### config.mk
export PLATFORM = sky130hd
export DESIGN_NAME = ternary_mvm_core
export DESIGN_NICKNAME = d
export VERILOG_FILES = /design/src/rtl/ternary_mvm_pkg.sv /design/src/rtl/ternary_mac_row.sv /design/src/rtl/ternary_mvm_core.sv
export SDC_FILE = /design/constraint.sdc
export NUM_CORES = 1
export LEC_CHECK = 0
export CAP_MARGIN = 5
export CORE_MARGIN = 2
export CORE_UTILIZATION = 50
export DETAILED_ROUTE_END_ITERATION = 8
export GPL_ROUTABILITY_DRIVEN = 1
export PLACE_DENSITY_LB_ADDON = 0.25
export SLEW_MARGIN = 10
export SYNTH_ARGS = -nofsm -noshare
export SYNTH_HDL_FRONTEND = slang
export SYNTH_HIERARCHICAL = 1
export SYNTH_SLANG_ARGS = --single-unit
### constraint.sdc
create_clock -name clk -period 17.55 [get_ports clk]
set_input_delay 3.51 -clock clk [delete_from_list [all_inputs] [get_ports clk]]
set_output_delay 3.51 -clock clk [all_outputs]
set_load 0.03 [all_outputs]
### src/rtl/ternary_mvm_pkg.sv
// rtl/ternary_mvm_pkg.sv - shared states, command/weight codes and width helpers for ternary_mvm_core
package ternary_mvm_pkg;

   localparam logic [1:0] ST_IDLE  = 2'd0;
   localparam logic [1:0] ST_LOAD  = 2'd1;
   localparam logic [1:0] ST_RUN   = 2'd2;
   localparam logic [1:0] ST_DRAIN = 2'd3;

   typedef enum logic [1:0] {
      IDLE  = ST_IDLE,
      LOAD  = ST_LOAD,
      RUN   = ST_RUN,
      DRAIN = ST_DRAIN
   } state_e;

   localparam logic [1:0] CMD_LOAD = 2'b01;
   localparam logic [1:0] CMD_RUN  = 2'b10;

   localparam logic [1:0] W_POS  = 2'b01;
   localparam logic [1:0] W_NEG  = 2'b11;
   localparam logic [1:0] W_ZERO = 2'b00;

   // Sign bit plus log2(IN_LEN) growth bits: a full-length sum of +/-x never overflows.
   function automatic int calc_acc_w(input int bit_width, input int in_len);
      return bit_width + $clog2(in_len) + 1;
   endfunction

   function automatic int calc_nbeats(input int in_len, input int out_len);
      return in_len * out_len / 8;
   endfunction

endpackage

### src/rtl/ternary_mac_row.sv
// rtl/ternary_mac_row.sv - one ternary multiply-accumulate row (acc += w*x, w in {-1,0,+1})
module ternary_mac_row
   import ternary_mvm_pkg::*;
#(
   parameter int BIT_WIDTH = 8,
   parameter int ACC_W     = 13
) (
   input  logic                        clk,
   input  logic                        rst,
   input  logic [1:0]                  w_code,
   input  logic signed [BIT_WIDTH-1:0] x,
   input  logic                        clear,
   input  logic                        en,
   output logic signed [ACC_W-1:0]     acc
);

   logic signed [ACC_W-1:0] x_ext;

   assign x_ext = ACC_W'(x);

   // Reserved code 2'b10 falls through with zero, so the accumulator holds.
   always_ff @(posedge clk or posedge rst) begin
      if (rst) begin
         acc <= '0;
      end else if (clear) begin
         acc <= '0;
      end else if (en) begin
         case (w_code)
            W_POS:   acc <= acc + x_ext;
            W_NEG:   acc <= acc - x_ext;
            default: acc <= acc;
         endcase
      end
   end

endmodule

### src/rtl/ternary_mvm_core.sv
// rtl/ternary_mvm_core.sv - ternary matrix-vector engine: FSM, weight store, MAC rows, saturating output
// Optional: define TERNARY_MVM_RELU_EN to clamp negative results to zero.
module ternary_mvm_core
   import ternary_mvm_pkg::*;
#(
   parameter int IN_LEN    = 16,
   parameter int OUT_LEN   = 8,
   parameter int BIT_WIDTH = 8
) (
   input  logic                        clk,
   input  logic                        rst,
   input  logic                        cmd_valid,
   input  logic [1:0]                  cmd,
   output logic                        cmd_ready,
   input  logic                        in_valid,
   input  logic [15:0]                 in_data,
   output logic                        in_ready,
   output logic                        out_valid,
   output logic signed [BIT_WIDTH-1:0] out_data,
   input  logic                        out_ready,
   output logic                        busy,
   output logic                        w_loaded,
   output logic                        err
);

   localparam int ACC_W  = calc_acc_w(BIT_WIDTH, IN_LEN);
   localparam int NBEATS = calc_nbeats(IN_LEN, OUT_LEN);
   localparam int NW     = IN_LEN * OUT_LEN;
   localparam int COL_W  = $clog2(IN_LEN);
   localparam int IDX_W  = (OUT_LEN > 1) ? $clog2(OUT_LEN) : 1;
   localparam int BC_W   = (NBEATS > 1) ? $clog2(NBEATS) : 1;

   localparam logic signed [BIT_WIDTH-1:0] OUT_MAX = {1'b0, {(BIT_WIDTH-1){1'b1}}};
   localparam logic signed [BIT_WIDTH-1:0] OUT_MIN = {1'b1, {(BIT_WIDTH-1){1'b0}}};
   localparam logic signed [ACC_W-1:0]     SAT_MAX = ACC_W'(OUT_MAX);
   localparam logic signed [ACC_W-1:0]     SAT_MIN = ACC_W'(OUT_MIN);

   logic [1:0]                  state;
   logic [BC_W-1:0]             beat_cnt;
   logic [COL_W-1:0]            col;
   logic [IDX_W-1:0]            idx;
   logic [2*NW-1:0]             w_mem;
   logic                        accept_in;
   logic                        run_start;
   logic                        mac_en;
   logic signed [BIT_WIDTH-1:0] x;
   logic [1:0]                  row_w   [OUT_LEN];
   logic signed [ACC_W-1:0]     acc_vec [OUT_LEN];
   logic signed [ACC_W-1:0]     acc_sel;
   logic signed [BIT_WIDTH-1:0] sat_val;

   assign cmd_ready = (state == ST_IDLE);
   assign busy      = (state != ST_IDLE);
   assign in_ready  = (state == ST_LOAD) || (state == ST_RUN);
   assign out_valid = (state == ST_DRAIN);
   assign accept_in = in_valid && in_ready;
   assign mac_en    = accept_in && (state == ST_RUN);
   assign run_start = cmd_valid && (state == ST_IDLE) && (cmd == CMD_RUN) && w_loaded;
   assign x         = in_data[BIT_WIDTH-1:0];

   // Every row sees column `col` of its own weight row; all rows update together.
   for (genvar r = 0; r < OUT_LEN; r++) begin : g_row
      assign row_w[r] = w_mem[2*(r*IN_LEN + int'(col)) +: 2];

      ternary_mac_row #(
         .BIT_WIDTH (BIT_WIDTH),
         .ACC_W     (ACC_W)
      ) u_row (
         .clk    (clk),
         .rst    (rst),
         .w_code (row_w[r]),
         .x      (x),
         .clear  (run_start),
         .en     (mac_en),
         .acc    (acc_vec[r])
      );
   end

   always_ff @(posedge clk or posedge rst) begin
      if (rst) begin
         state    <= ST_IDLE;
         beat_cnt <= '0;
         col      <= '0;
         idx      <= '0;
         w_mem    <= '0;
         w_loaded <= 1'b0;
         err      <= 1'b0;
      end else begin
         case (state)
            ST_IDLE: begin
               if (cmd_valid && cmd == CMD_LOAD) begin
                  state    <= ST_LOAD;
                  beat_cnt <= '0;
                  err      <= 1'b0;
                  w_loaded <= 1'b0;
               end else if (cmd_valid && cmd == CMD_RUN) begin
                  if (w_loaded) begin
                     state <= ST_RUN;
                     col   <= '0;
                  end else begin
                     err <= 1'b1;
                  end
               end
            end
            ST_LOAD: begin
               if (accept_in) begin
                  // Beat b carries weights 8b..8b+7, two bits each, lowest index in the LSBs.
                  w_mem[16*int'(beat_cnt) +: 16] <= in_data;
                  if (beat_cnt == BC_W'(NBEATS-1)) begin
                     w_loaded <= 1'b1;
                     state    <= ST_IDLE;
                  end else begin
                     beat_cnt <= beat_cnt + BC_W'(1);
                  end
               end
            end
            ST_RUN: begin
               if (accept_in) begin
                  if (col == COL_W'(IN_LEN-1)) begin
                     state <= ST_DRAIN;
                     idx   <= '0;
                  end else begin
                     col <= col + COL_W'(1);
                  end
               end
            end
            default: begin
               if (out_ready) begin
                  if (idx == IDX_W'(OUT_LEN-1)) begin
                     state <= ST_IDLE;
                  end else begin
                     idx <= idx + IDX_W'(1);
                  end
               end
            end
         endcase
      end
   end

   assign acc_sel = acc_vec[idx];

   // Accumulators are frozen and idx only moves on a handshake, so out_data is stable under backpressure.
   always_comb begin
      sat_val = acc_sel[BIT_WIDTH-1:0];
      if (acc_sel > SAT_MAX) begin
         sat_val = OUT_MAX;
      end else if (acc_sel < SAT_MIN) begin
         sat_val = OUT_MIN;
      end
`ifdef TERNARY_MVM_RELU_EN
      if (sat_val < 0) begin
         sat_val = '0;
      end
`else
`endif
      out_data = (state == ST_DRAIN) ? sat_val : '0;
   end

endmodule

* Yosys cells after proc, flatten, opt, wreduce, memory -nomap -nowiden
Cells that the tools add are included.
** Cells by class
- Add/subtract/negate cells :: 27
- $lt $le $gt $ge :: 3
- Equal/unequal tests :: 38
- Shifts and indexed selects :: 10
- Muxes and demuxes :: 63
- Bitwise gates (word level) :: 2
- Reductions and logical operators :: 41
** Operators by type and width (count)
- $shiftx A256 B10 Y2 :: 4
- $shiftx A256 B9 Y2 :: 2
- $bwmux W256 :: 1
- $shift A16 B33 Y256 const A :: 1
- $shiftx A16 B33 Y256 :: 1
- $shiftx A256 B6 Y2 :: 1
- $shiftx A256 B8 Y2 :: 1
- $mux W13 :: 18
- $pmux W13 S2 :: 8
- $add A13 B8 Y13 :: 8
- $sub A13 B8 Y13 :: 8
- $bmux W13 S3 :: 1
- $neg A8 Y33 :: 1
- $add A7 B4 Y8 const A :: 4
- $mux W4 :: 8
- $mux W8 :: 3
- $reduce_bool A3 Y1 :: 8
- $eq A2 B2 Y1 const B :: 11
- $eq A2 B1 Y1 const B :: 10
- $mux W2 :: 9
- $reduce_and A2 Y1 :: 9
- $pmux W4 S2 :: 2
- $add A6 B4 Y7 const A :: 2
- $gt A13 B8 Y1 const B :: 1
- 28 further kinds :: 62
** Storage, ports and cells
- Flip-flop bits (word level) :: 375
- Input bits :: 23
- Output and inout bits :: 14
- Word-level logic and storage cells :: 199

* Longest topological paths before layout
Gate-level depths: netlist of the first run.
- Word-level depth :: 8
- Gate-level depth with buffers :: 19
- Depth with buffers taken out :: 14

* By module
Netlist of the first run, hierarchy kept.
** Modules (own cells, without submodules)
- ternary_mvm_core :: instances 1, cells an instance 1489, area an instance 14236.2 µm², sequential area each 6781.5 µm²
- ternary_mac_row :: instances 8, cells an instance 167, area an instance 1378.8 µm², sequential area each 325.3 µm²

* Worst setup path before layout of the first run
Ideal clock, no wire load.
- Path kind :: input to register
- From :: in in_data[3]
- To :: reg g_row[0].u_row.acc[12]
- Setup time :: 128 ps
- Arrival time :: 5974 ps
- Data required time :: 17422 ps
- Path slack :: 11448 ps
- Cell stages on the path :: 12
- Path buffers :: 1
- Cells stage by stage :: or3_4 -> nor3_1 -> a21oi_1 -> xnor2_1 -> ha_1 -> buf_2 -> a21oi_2 -> o21ai_1 -> a211oi_1 -> a21oi_4 -> mux2i_1 -> mux2_1
** Between the ends
- Longest elaborated chain between the ends :: 4
- Elaborated cells between the ends (all ways) :: 5
- Classes of those cells :: add/sub (2); mux (3)
** RTL lines
- start, declared :: RTL line ternary_mvm_core.sv:16 : input logic [15:0] in_data,
- $sub A13 B8 Y13 / $add A13 B8 Y13 (equally long branches) :: RTL line ternary_mac_row.sv:30, ternary_mac_row.sv:29
- $pmux W13 S2 (*) :: RTL line ternary_mac_row.sv:28 : case (w_code)
- $mux W13 (*) :: RTL line ternary_mac_row.sv:27 : end else if (en) begin
- $mux W13 (*) :: RTL line ternary_mac_row.sv:25 : end else if (clear) begin
- end signal, assigned :: RTL line ternary_mac_row.sv:29 : W_POS: acc <= acc + x_ext;
- end signal, assigned :: RTL line ternary_mac_row.sv:30 : W_NEG: acc <= acc - x_ext;
- end, declared :: RTL line ternary_mac_row.sv:14 : output logic signed [ACC_W-1:0] acc
Mark *: on every way between the ends. The rest lies on a longest branch, timed or not. The select of a mux whose other input is x is not followed.
A chain may end at the register's enable or synchronous reset.

* Worst setup path after layout of the first run
- From :: reg idx[0]
- To :: out out_data[5]
** Between the ends
- Longest elaborated chain between the ends :: 8
- Elaborated cells between the ends (all ways) :: 9
- Classes of those cells :: order compare (2); mux (6); bitwise (1)
** RTL lines
- start, declared :: RTL line ternary_mvm_core.sv:41 : logic [IDX_W-1:0] idx;
- start signal, assigned :: RTL line ternary_mvm_core.sv:132 : idx <= idx + IDX_W'(1);
- $not A3 Y4 (implied by the code) (*) :: RTL line ternary_mvm_core.sv:140 : assign acc_sel = acc_vec[idx];
- $bmux W13 S3 (*) :: RTL line ternary_mvm_core.sv:140
- $mux W13 (implied by the code) (*) (2 in a row) :: RTL line ternary_mvm_core.sv:140
- $lt A13 B8 Y1 :: RTL line ternary_mvm_core.sv:147 : end else if (acc_sel < SAT_MIN) begin
- $mux W8 :: RTL line ternary_mvm_core.sv:147
- $mux W8 (*) :: RTL line ternary_mvm_core.sv:145 : if (acc_sel > SAT_MAX) begin
- $mux W8 (*) :: RTL line ternary_mvm_core.sv:156 : out_data = (state == ST_DRAIN) ? sat_val : '0;
- end, declared :: RTL line ternary_mvm_core.sv:19 : output logic signed [BIT_WIDTH-1:0] out_data,
Marked as above.

==> reports/results.tsv, run 1 <==
stage	metric	value	unit
pwr	Gate power share	41.1	%
timing	fmax	142.2	MHz
pwr	Leakage Power	11.33	nW
pwr	switch share	40.57	%
setup_path	worst r2r src	col[0]	
cts	TritonCTS buffer count	45	
setup_path	CP Launch Type	flop	
synthesis	Synth area leader	dfrtp_1	
synthesis	largest cells by area after synthesis	dfrtp_1 (37%), nand2_1 (7.5%), ha_1 (5.6%), mux4_2 (4.7%), o21ai_0 (4.3%)	
synthesis	synth unique cells	74	
floorplanning	full die area	52350	um^2
cells_and_area	Final Net Count	2895	
setup_path	crit path DAT	3.52	ns
placed_design	Final GP Congestion	0.8848	
route	DRT iter0 DRCs	1927	
route	met1 WL	32730	um
cells_and_area	Antenna diodes	0	
synthesis	Seq/Total Area, Yosys	37.14	%
setup_path	Largest stage delay, worst path	0.71	ns
cts	CTS sink count	375	
pwr	Clk pwr share	27.3	%
timing	Final Skew	0.01569	ns
setup_path	worst setup path start	idx[0]	
timing	Tmin final	7.031	ns
synthesis	most common cell in the netlist	nand2_1	
hold_path	Hold Path Cell Cnt	2	
floorplanning	core box area	50070	um^2
synthesis	Syn Area/Cell	8.944	um^2
floorplanning	die height	228.8	um
timing	Worst-Margin Slew	1.106	ns
timing	worst hold slack	0.4766	ns
route	Via density	6.209	
route	top layer in use	met4	
synthesis	Top FF cell, synth	dfrtp_1	
global_routing	first-pass GRT wire length	115800	um
cts	H-tree depth	2	
placed_design	placed instance count	3371	
synthesis	cell area after synthesis	25270	um^2
setup_path	R2R depth	14	
global_routing	Total GRT Usage	27.66	%
hold_path	worst hold path type	flop to flop	
global_routing	vias in the first global route	20680	
placed_design	Buffers on Ports	36	
cts	hold_buf cts	0	
pwr	Overall Power	3.595	mW
timing	fin crit share	40.06	%
cts	cts repair resizes	0	
route	DR WL met3	4719	um
global_routing	largest net degree at the start of global routing	169	
pwr	Int Power	2.136	mW
synthesis	Post-synth top cells	nand2_1 (507), dfrtp_1 (375), o21ai_0 (218)	
timing	RSZ-0062 raised after global routing	false	
route	Final ANT Viol Nets	0	
cells_and_area	share of cells above drive strength 1	9.620	%
synthesis	Syn. warnings	6	
cells_and_area	Area Growth Syn to Fin	8.874	%
floorplanning	I/O pins	37	
setup_path	critical path's slowest cell	mux4_1	
pwr	Switch Pwr	1.459	mW
cts	Root Buffer	clkbuf_16	
setup_path	CP required	14.04	ns
synthesis	number of synthesized register bits	375	
pwr	Seq pwr share	31.6	%
timing	Setup TNS Final	0	ns
route	First-pass DRT Iterations	6	
cts	clk_lat worst skew	0.59	ns
setup_path	crit-path cells	buf_4 > mux4_1 > mux2i_1 > nand3_1 > o211ai_2 > o21ai_1 > clkdlybuf4s50_1	
timing	final setup fails	0	
synthesis	share of the synthesized area in the top cell type	37.14	%
synthesis	ys async rst share	100.0	%
status	outcome	finished clean	
route	Residual DRC	0	
floorplanning	Die W	228.8	um
global_routing	GRT overflow	0	
placed_design	detailed placement HPWL	46960	um
hold_path	Hold Crit Start	w_mem[111]	
synthesis	Post-synth EDFFs	0	
pwr	P per Cell Area	130.7	nW/um^2
setup_path	endpoint class of the critical path	output pin	
global_routing	antenna violations before repair	0	
cts	Clock Pin Slew Worst Setup and Hold Paths	0.06	ns
setup_path	Setup Crit Path Kind	flop to output pin	
setup_path	CP Max Fanout	23	
route	Routed WL per cell	20.84	um
route	DR WL met2	32210	um
cts	CTS tree	built	
timing	Hold Vio Cnt, Final	0	
flow_run	Max Cap Viol	0	
cts	setup bufs post-CTS	0	
timing	Slew Limit Fails	0	
route	Routed WL	72050	um
pwr	worst vdd ir	0.00009119	V
cells_and_area	Post-Route Utilization	54.94	%
cts	Max clock buf depth	3	
timing	Worst slew margin	26.02	%
synthesis	Syn Inst Count	2825	
route	Vias	21470	
floorplanning	Initial Util	50.46	%
floorplanning	row count	82	
synthesis	syn nets	2970	
cells_and_area	Finished Layout Cells	3458	
## power by group through the flow
stage	clock [mW]	combinational [mW]	sequential (mW)
3_5_place_dp	0	1.46	1.15
6_report	0.982	1.48	1.13
5_1_grt	1.04	1.63	1.15
2_1_floorplan	0	1.16	1.07
4_1_cts	0.999	1.46	1.13
3_3_place_gp	0	1.41	1.14
## critical path: cells and delay by family, from the launching register on
kind	cells	cell delay, ns
mux	2	0.96
compound gates	2	0.48
buf+inv	2	1.01
simple gates	1	0.12
flops	1	0.33
## metrics by stage
stage / setup slack [ns] / cell area (um^2)
after CTS: 10.54 / 27460
after global routing: 10.34 / 27510
after global placement: 10.68 / 25880
after floorplan: 6.573 / 25270
final: 10.52 / 27510
after detailed placement: 10.62 / 25880
## flip-flops by register name, summed over array words and instances, names as in the netlist
signal	flops
beat_cnt	4
col	4
err	1
g_row.u_row/acc	104
idx	3
state	2
w_loaded	1
w_mem	256
## cell families after synthesis
family / after synthesis / synth area share [%]
and+or+nand+nor: 1040 / 19.09
adders and majority gates: 122 / 6.279
xor gates and xnor gates: 51 / 1.768
AOI/OAI and AO/OA: 763 / 20.48
buffers and inverters: 278 / 4.501
DFF: 375 / 37.14
muxes: 196 / 10.75
## layout by cell type (no fill, tap or decap), types with 10 or more instances in the layout
cell	n
nand2_1	507
dfrtp_1	374
o21ai_0	218
nor2_1	167
a21oi_1	115
ha_1	114
mux2i_1	107
inv_1	84
nor3_1	79
nand3_1	73
o31ai_1	57
o21ai_1	53
mux4_2	53
xnor2_1	49
o21a_1	48
clkbuf_16	45
a211oi_1	41
nor2b_1	38
a221oi_1	33
nand4_1	32
nor3b_1	32
clkdlybuf4s50_1	28
buf_4	28
o31a_1	24
mux2_2	23
nand3b_1	18
and2_1	17
a22oi_1	17
a21o_1	17
a2111oi_0	16
a311o_1	16
and3_1	14
clkbuf_8	14
nand2b_1	11
mux2_1	10
clkinv_2	10
## worst paths after layout
kind	to	slack (ns)
worst min register to register	w_mem[111]	0.48
worst max-delay path	out_data[5]	10.52
min in group asynchronous	g_row[3].u_row/acc[0]	3.57
worst max register to register	g_row[5].u_row/acc[8]	11.41
max in group asynchronous	w_mem[48]	11.68
worst min-delay path	w_mem[111]	0.48
## layer usage
metal,vias up,global-route usage [%]
li1,10070,-
met1,10540,39.62
met2,738,43.33
met3,114,3.593
met4,0,9.517
met5,-,0
## layout make-up
type	count	area [um^2]
Clock buffer	64	1338
Clock inverter	19	239.0
Fill cell	4464	22560
Inverter	88	337.8
Multi-Input combinational cell	2172	14770
Sequential cell	375	9388
Tap cell	672	840.8
Timing Repair Buffer	68	594.3
Note: power is estimated with default switching activity, not from simulation.
==> run 2: changes to the inputs <==
clock period = 7.3 ns   (was 17.55 ns; I/O delays follow)
==> run 2 against run 1 <==
  * Clock skew decreased by 0.0011 ns
  * Clock-buffer cell count decreased by 2
  * Critical path depth increased by 7
  * Largest cell class unchanged
==> reports/results.tsv, run 2 (synthesized netlist as in run 1, its figures left out) <==
stage	metric	value	unit
cells_and_area	Antenna diodes	0	
placed_design	Final GP Congestion	0.9200	
setup_path	CP required	7.76	ns
setup_path	family with the most delay on the worst path	compound AO/OA/AOI/OAI gates	
global_routing	first-pass GRT wire length	116600	um
cts	Root Buffer	clkbuf_16	
cts	cts repair resizes	0	
cells_and_area	most frequent cells in the layout	nand2_1 (507), dfrtp_1 (374), o21ai_0 (218)	
setup_path	worst flop-to-flop path endpoint	g_row[2].u_row/acc[12]	
pwr	Leakage Power	11.28	nW
timing	Setup TNS Final	0	ns
setup_path	CP Launch Type	flop	
timing	Final Skew	0.01459	ns
route	Routed WL per cell	21.39	um
floorplanning	full die area	52350	um^2
cts	setup bufs post-CTS	0	
placed_design	placed instance count	3369	
cts	Max clock buf depth	3	
placed_design	detailed placement HPWL	49610	um
hold_path	Hold Path Cell Cnt	2	
floorplanning	Initial Util	50.46	%
cells_and_area	Finished Layout Cells	3449	
route	Vias	21640	
floorplanning	Die W	228.8	um
cells_and_area	# fillers	4445	
setup_path	last element of the critical path	g_row[2].u_row/acc[12]	
setup_path	Largest stage delay, worst path	1.00	ns
cts	hold_buf cts	0	
timing	Slew Limit Fails	0	
pwr	worst vdd ir	0.0001888	V
floorplanning	I/O pins	37	
cells_and_area	share of cells above drive strength 1	9.183	%
timing	Tmin final	5.720	ns
setup_path	buffers and inverters on the worst path	1	
floorplanning	die height	228.8	um
cts	TritonCTS buffer count	43	
status	outcome	finished clean	
route	First-pass DRT Iterations	6	
timing	Hold Vio Cnt, Final	0	
route	Routed WL	73770	um
timing	fin crit share	78.35	%
hold_path	worst hold path type	flop to flop	
global_routing	vias in the first global route	20400	
cells_and_area	Final Net Count	2888	
cts	Clock Pin Slew Worst Setup and Hold Paths	0.06	ns
setup_path	Reg2Reg Setup Slack	1.58	ns
setup_path	worst setup path start	col[3]	
timing	RSZ-0062 raised after global routing	false	
cts	H-tree depth	2	
flow_run	Max Cap Viol	0	
cts	CTS tree	built	
cts	clk_lat worst skew	0.59	ns
cts	CTS sink count	375	
setup_path	Crit path depth	14	
setup_path	crit path DAT	6.18	ns
route	Via density	6.275	
timing	final setup fails	0	
floorplanning	core box area	50070	um^2
floorplanning	row count	82	
timing	Worst slew margin	22.54	%
setup_path	R2R depth	14	
setup_path	critical path's slowest cell	dfrtp_1	
global_routing	largest net degree at the start of global routing	169	
timing	fmax	174.8	MHz
route	DRT iter0 DRCs	2085	
setup_path	crit-path cells	clkinv_1 > a221oi_1 > o21ai_0 > nand2_1 > and2_1 > a21oi_1 > xnor2_1 > ha_1 > a21oi_2 > o21ai_1 > a211oi_1 > a21oi_4 > mux2i_1 > mux2_1	
route	Final ANT Viol Nets	0	
global_routing	GRT overflow	0	
setup_path	endpoint class of the critical path	flop	
cells_and_area	max reg flops	256	
setup_path	worst r2r src	col[3]	
route	Residual DRC	0	
global_routing	antenna violations before repair	0	
cells_and_area	leading cell type in the layout, fill and taps excluded	nand2_1	
timing	Worst-Margin Slew	1.158	ns
global_routing	Total GRT Usage	27.96	%
cells_and_area	Top Registers	w_mem (256), g_row.u_row/acc (104)	
cells_and_area	Biggest register	w_mem	
cells_and_area	Area Growth Syn to Fin	8.498	%
pwr	P per Cell Area	315.8	nW/um^2
setup_path	CP Max Fanout	19	
placed_design	Buffers on Ports	36	
setup_path	Setup Crit Path Kind	flop to flop	
[run 2: where the power goes]
group	switching, mW	internal, mW	total (mW)	leakage [nW]
clock	0.929	1.39	2.32	0.754
sequential	0.349	2.38	2.72	5.11
combinational	2.27	1.34	3.61	5.41
total	3.55	5.11	8.66	11.3
[run 2: through the flow]
step           hold slack, ns  area, um^2  util (%)  setup WS [ns]  total power [mW]
5_1_grt                0.4932       27410     54.75          1.394             9.123
6_report               0.4757       27410     54.75          1.580             8.657
4_1_cts                0.4790       27400     54.73          1.834             8.629
2_1_floorplan          0.4432       25270         -          2.259             5.359
3_3_place_gp           0.4545       25890     51.71          2.029             6.186
3_5_place_dp           0.4651       25890     51.71          1.871             6.292
[run 2: layer usage]
layer,GRT usage (%),wire length (um),vias up
li1,-,-,10060
met1,40.66,33460,10670
met2,43.43,33400,781
met3,4.129,5036,133
met4,8.036,1878,0
met5,0,0,-
[run 2: worst min-delay path by stage]
stage	from	to	slack [ns]
after CTS	w_mem[96]	w_mem[96]	0.48
after detailed placement	w_mem[166]	w_mem[166]	0.47
after global routing	w_mem[25]	w_mem[25]	0.49
final	w_mem[230]	w_mem[230]	0.48
after floorplan	w_mem[100]	w_mem[100]	0.44
after global placement	w_mem[99]	w_mem[99]	0.45
[run 2: worst min-delay path, stage by stage, from the launching register on]
cell	delay, ns
dfrtp_1	0.33
nand2_1	0.05
o31ai_1	0.06
[run 2: area by class of cell]
type	instances	area [um^2]	area share [%]
clock buffers	62	1267	4.623
clock inverters	17	244.0	0.8900
inverters	88	334.1	1.219
multi-input cells	2172	14760	53.84
flip-flops and latches	375	9388	34.24
well taps	672	840.8	3.067
repair buffers	63	579.3	2.113
